===== src/rtl/display_scan.sv =====
// Purpose: time-multiplexed scan of an 8-digit 7-segment tube with dead-time blanking,
//          tear-free frame swap at the frame boundary and optional leading-zero suppression.
// Latency: outputs registered, one cycle behind cnt/idx; no backpressure (free-running scan).
module display_scan #(
  parameter int CLK_HZ      = 100_000_000,
  parameter int SCAN_HZ     = 1_000,
  parameter int NUM_DIGITS  = 8,
  parameter int DEAD_CYCLES = 100,
  parameter int BLANK_CODE  = 36
) (
  input  logic                      clk,
  input  logic                      rst_n,
  input  logic                      enable,
  input  logic                      lz_en,
  input  logic                      load,
  input  logic [6*NUM_DIGITS-1:0]   chars_in,
  output logic [5:0]                char_code,
  output logic [NUM_DIGITS-1:0]     digit_en,
  output logic                      frame_done
);

  // Cycles spent on each digit slot.
  localparam int T     = CLK_HZ / SCAN_HZ;
  localparam int CNT_W = (T > 1) ? $clog2(T) : 1;
  localparam int IDX_W = (NUM_DIGITS > 1) ? $clog2(NUM_DIGITS) : 1;

  localparam logic [5:0]       BLANK    = 6'(BLANK_CODE);
  localparam logic [CNT_W-1:0] CNT_LAST = CNT_W'(T - 1);
  localparam logic [CNT_W-1:0] CNT_DEAD = CNT_W'(DEAD_CYCLES);
  localparam logic [IDX_W-1:0] IDX_LAST = IDX_W'(NUM_DIGITS - 1);

  localparam logic [NUM_DIGITS-1:0][5:0] BLANK_FRAME = {NUM_DIGITS{BLANK}};

  // Scan position.
  logic [CNT_W-1:0] cnt;
  logic [IDX_W-1:0] idx;

  // Double-buffered frame: active is what is displayed, pending waits for the boundary.
  logic [NUM_DIGITS-1:0][5:0] active;
  logic [NUM_DIGITS-1:0][5:0] pending;
  logic                       pend;

  logic                  slot_end;
  logic                  frame_end;
  logic                  show;
  logic                  zero_run;
  logic [NUM_DIGITS-1:0] lz_mask;
  logic [5:0]            eff_code;
  logic [NUM_DIGITS-1:0] onehot;

  assign slot_end  = (cnt == CNT_LAST);
  assign frame_end = slot_end && (idx == IDX_LAST);
  // Dead phase at the start of every slot stops the previous digit ghosting into the next.
  assign show      = enable && (cnt >= CNT_DEAD);

  // Slot counter and digit index; keep running even while the display is disabled.
  always_ff @(posedge clk or negedge rst_n) begin
    if (!rst_n) begin
      cnt <= '0;
      idx <= '0;
    end else if (slot_end) begin
      cnt <= '0;
      idx <= (idx == IDX_LAST) ? '0 : idx + 1'b1;
    end else begin
      cnt <= cnt + 1'b1;
    end
  end

  // Frame buffering: loads land in pending; active only changes on the frame boundary,
  // where a same-cycle load wins over an older pending frame.
  always_ff @(posedge clk or negedge rst_n) begin
    if (!rst_n) begin
      active  <= BLANK_FRAME;
      pending <= '0;
      pend    <= 1'b0;
    end else begin
      if (load) begin
        pending <= chars_in;
      end
      if (frame_end) begin
        if (load) begin
          active <= chars_in;
        end else if (pend) begin
          active <= pending;
        end
        pend <= 1'b0;
      end else if (load) begin
        pend <= 1'b1;
      end
    end
  end

  // Leading-zero mask: a digit is suppressible when it and every digit above it is zero;
  // digit 0 always shows so an all-zero frame still reads "0".
  always_comb begin
    zero_run = 1'b1;
    lz_mask  = '0;
    for (int k = NUM_DIGITS - 1; k >= 0; k--) begin
      zero_run   = zero_run & (active[k] == 6'd0);
      lz_mask[k] = zero_run & (k != 0);
    end
  end

  // Effective code of the current digit and its one-hot select.
  always_comb begin
    onehot      = '0;
    onehot[idx] = 1'b1;
    eff_code    = (lz_en && lz_mask[idx]) ? BLANK : active[idx];
  end

  // Registered outputs; codes above BLANK pass through untouched for the decoder to blank.
  always_ff @(posedge clk or negedge rst_n) begin
    if (!rst_n) begin
      char_code  <= BLANK;
      digit_en   <= '0;
      frame_done <= 1'b0;
    end else begin
      frame_done <= frame_end && (load || pend);
      if (show) begin
        digit_en  <= onehot;
        char_code <= eff_code;
      end else begin
        digit_en  <= '0;
        char_code <= BLANK;
      end
    end
  end

endmodule


===== config.mk =====
export PLATFORM = sky130hd
export DESIGN_NAME = display_scan
export DESIGN_NICKNAME = d
export VERILOG_FILES = /design/src/rtl/display_scan.sv
export SDC_FILE = /design/constraint.sdc
export NUM_CORES = 1
export LEC_CHECK = 0
export BUFFER_PORTS_ARGS = -buffer_cell sky130_fd_sc_hd__buf_2
export CAP_MARGIN = 25
export CORE_MARGIN = 1
export CORE_UTILIZATION = 50
export DETAILED_ROUTE_END_ITERATION = 7
export GPL_TIMING_DRIVEN = 0
export PLACE_DENSITY = 0.8
export SYNTH_ARGS = -nofsm -noshare
export SYNTH_HDL_FRONTEND = slang
export SYNTH_SLANG_ARGS = --single-unit

===== constraint.sdc =====
create_clock -name clk -period 5.97 [get_ports clk]
set_input_delay 0.2985 -clock clk [delete_from_list [all_inputs] [get_ports clk]]
set_output_delay 0.2985 -clock clk [all_outputs]
set_load 0.02 [all_outputs]

==> impl_metrics.ini <==
[worst_setup_path]
cp_common_cell = buf_6
start_kind = flop
worstPathArrival_ps = 2550
r2r_start = cnt[12]$_DFF_PN0_
critical_path.max_fanout = 10
max_stage_delay_ps = 550
cp-end-kind = flop
r2r_cells = 7
cp-startpoint = cnt[12]$_DFF_PN0_
endpoint = active[1]$_DFFE_PN0P_
worstPathCellList = or4_4 -> nor2_2 -> and4_1 -> nand3b_2 -> buf_6 -> buf_6 -> mux2_4
reg2reg_to = active[1]$_DFFE_PN0P_
cp_data_required_time_ps = 6260
critical_path_class = flop to flop
slowest_stage = or4_4
r2r_slack_ps = 3710

[logic_synthesis]
syn_area_per_cell_um2 = 14.0
post_synth_xor_area_fraction_pct = 2.32
ys_ff_latch = 132
synth_top_family_by_area = multiplexers
synth_fa_ha_area_share_pct = 0.882
synth_compound_area_share_pct = 2.16
netlist_top_cells_count = dfrtp_1, mux2_2, nor2_1
synthArstFlopShare_pct = 100
synth_flop_cell = dfrtp_1
yosysUniqueCellTypes = 44
synth_area_leader_cell = dfrtp_1
synth_top_area_share_pct = 50.3
yosysMostFrequentCell = dfrtp_1
yosysSeqAreaShare_pct = 58.6
synthesis.nets = 462
ys_warn_count = 0
syn_inst = 405
netlist_top_cells_area = dfrtp_1, mux2_2, dfstp_2, mux2_4, mux4_2
muxShareOfSynthArea_pct = 24.9
yosys.area_share.simple_pct = 9.00
synth_edf_count = 0
netlist_area_mm2 = 0.00567

[global_routing]
grt_pass1_vias = 3740
antenna_found_initial = 0
grt_pass1_wl_mm = 18.9
grt_max_degree = 79
grt_overflow = 0
grtUsageTotal_pct = 21.7

[routing]
wirelength_mm = 11.5
routed-via-count = 3576
wl_per_cell_um = 17.8
postRouteAntennaNets = 0
avgViaCountPerCell = 5.54
drc = 0
drt_iter0_drc = 158
dr.pass1.iters = 5

[placed_design]
io_buffers = 67
place_area_mm2 = 0.00622
gp_congestion = 0.887
post-dp-hpwl_mm = 8.17

[status]
status = complete, no violations

[clock_network]
cts.clk_slew.worst_paths_ps = 60
clock_sink_count = 132
hold_buffers = 1
clock_path_buffers = 2
post_cts_resized = 0
cts_setup_buffers = 0
cts_tree = yes
htree_levels = 4
insertion_delay_ps = 410
cts_buffers = 17
root_buffer = clkbuf_16

[floorplanning]
start_util_pct = 51.9
die_y_um = 109
pin_count = 68
rows = 38
die-area_mm2 = 0.0118
coreArea_mm2 = 0.0109
dieWidth_um = 109

[worst_hold_path]
hold_class = input port to flop
hold_start = chars_in[20]

[layout]
area_growth_pct = 21.5
nNetsFinal = 550
seq_area_mm2 = 0.00333
multiInputGateArea_mm2 = 0.00222
fillers = 797
antennaDiodeCount = 0
fin_util_pct = 63.0
final_layout_size_suffix_gt1_share_pct = 46.4
design_area_mm2 = 0.00689

[sta]
max_slew_margin_pct = 52.7
fin_skew_ps = 6.91
final_max_slew_viol_count = 0
period_share_pct = 37.8
rsz0062_at_grt = no
period_needed_ps = 2260
worstMarginPinSlew_ps = 709
hold_viol = 0
whs_ps = 135
fin_tns_setup_ps = 0
max_freq_ghz = 0.443
setup_violations = 0

[power_and_ir_drop]
p_switching_uw = 432
power.density_mw_per_mm2 = 316
sw_frac_of_total_pct = 19.8
intPower_uw = 1750
power_frac_clock_pct = 52.7
p_leak_uw = 0.00317
finalPower_uw = 2180
power_frac_comb_pct = 4.3
pwr-share-seq_pct = 42.9
peakVddDrop_uv = 218

[run]
drv_cap = 0
-- stage by stage --
step / std cells / setup WS [ps]
after global routing: 646 / 3640
after global placement: 612 / 3050
after floorplan: 405 / 3900
after detailed placement: 613 / 3680
after CTS: 646 / 3700
final: 646 / 3710
-- cells in the final DEF, fill, tap and decap left out, types with 4 or more instances in the layout --
master     instances
inv_1              6
mux4_2             8
dfstp_2           18
buf_2             68
ha_1               4
mux2_4            20
clkbuf_1           9
bufinv_16          5
mux2i_1            4
nor2_1            26
xor2_1             5
a21oi_1            5
clkbuf_16         17
nor3_1            11
dfrtp_1          114
nand4_1            7
mux2_2            79
xnor2_1           10
nand2_1           19
buf_6              4
nor4_1             9
buf_1              6
nand3_1            8
-- worst max-delay path: cells and delay by family, from the launching register on --
| kind | cells | cell delay (ps) |
|---|---|---|
| buf+inv | 2 | 330 |
| mux | 1 | 300 |
| flops | 1 | 410 |
| simple gates | 4 | 1080 |
-- worst min path at each step --
stage | end | slack (ps) | cells after the start
after CTS | pending[18]$_DFFE_PN0P_ | 120 | 2
after global routing | pending[42]$_DFFE_PN0P_ | 130 | 2
after detailed placement | pending[3]$_DFFE_PN0P_ | 280 | 1
final | pending[20]$_DFFE_PN0P_ | 130 | 2
after floorplan | active[0]$_DFFE_PN0P_ | 3 | 0
after global placement | pending[47]$_DFFE_PN0P_ | 480 | 1
-- logic make-up after synthesis --
group | after synthesis
DFF | 132
muxes | 111
and+or+nand+nor | 99
buffers and inverters | 26
AOI/OAI and AO/OA | 18
xor gates and xnor gates | 15
adders and majority gates | 4
-- metal layers --
| metal | track usage, % | routed length [µm] | up-vias | share of wire [%] |
|---|---|---|---|---|
| met4 | 10.3 | 283 | 0 | 2.5 |
| met2 | 34.9 | 5650 | 127 | 49 |
| li1 | - | - | 1630 | - |
| met3 | 5.61 | 603 | 28 | 5.3 |
| met1 | 27.5 | 4940 | 1791 | 43 |
| met5 | 0 | 0 | - | 0 |
-- state kept, by name, summed over array words and instances (netlist names) --
name	flops
active	48
pending	48
cnt	17
digit_en	8
char_code	6
idx	3
frame_done	1
pend	1
-- final cells by class --
type,instances,share of cell area [%]
sequential,132,48.2
multi-input combinational,247,32.3
clock buffer,20,6.77
timing repair buffer,69,5.50
clock inverter,12,2.90
tap,140,2.54
buffer,20,1.45
inverter,6,0.327
-- power groups by stage --
| stage | Clock, µW | Combinational (µW) | Sequential, µW |
|---|---|---|---|
| 2_1_floorplan | 0 | 46.3 | 948 |
| 3_5_place_dp | 0 | 96.3 | 951 |
| 3_3_place_gp | 0 | 89.7 | 950 |
| 5_1_grt | 1200 | 106 | 939 |
| 6_report | 1150 | 94.6 | 936 |
| 4_1_cts | 1170 | 97.6 | 936 |
Power figures use the tool's default switching activity.
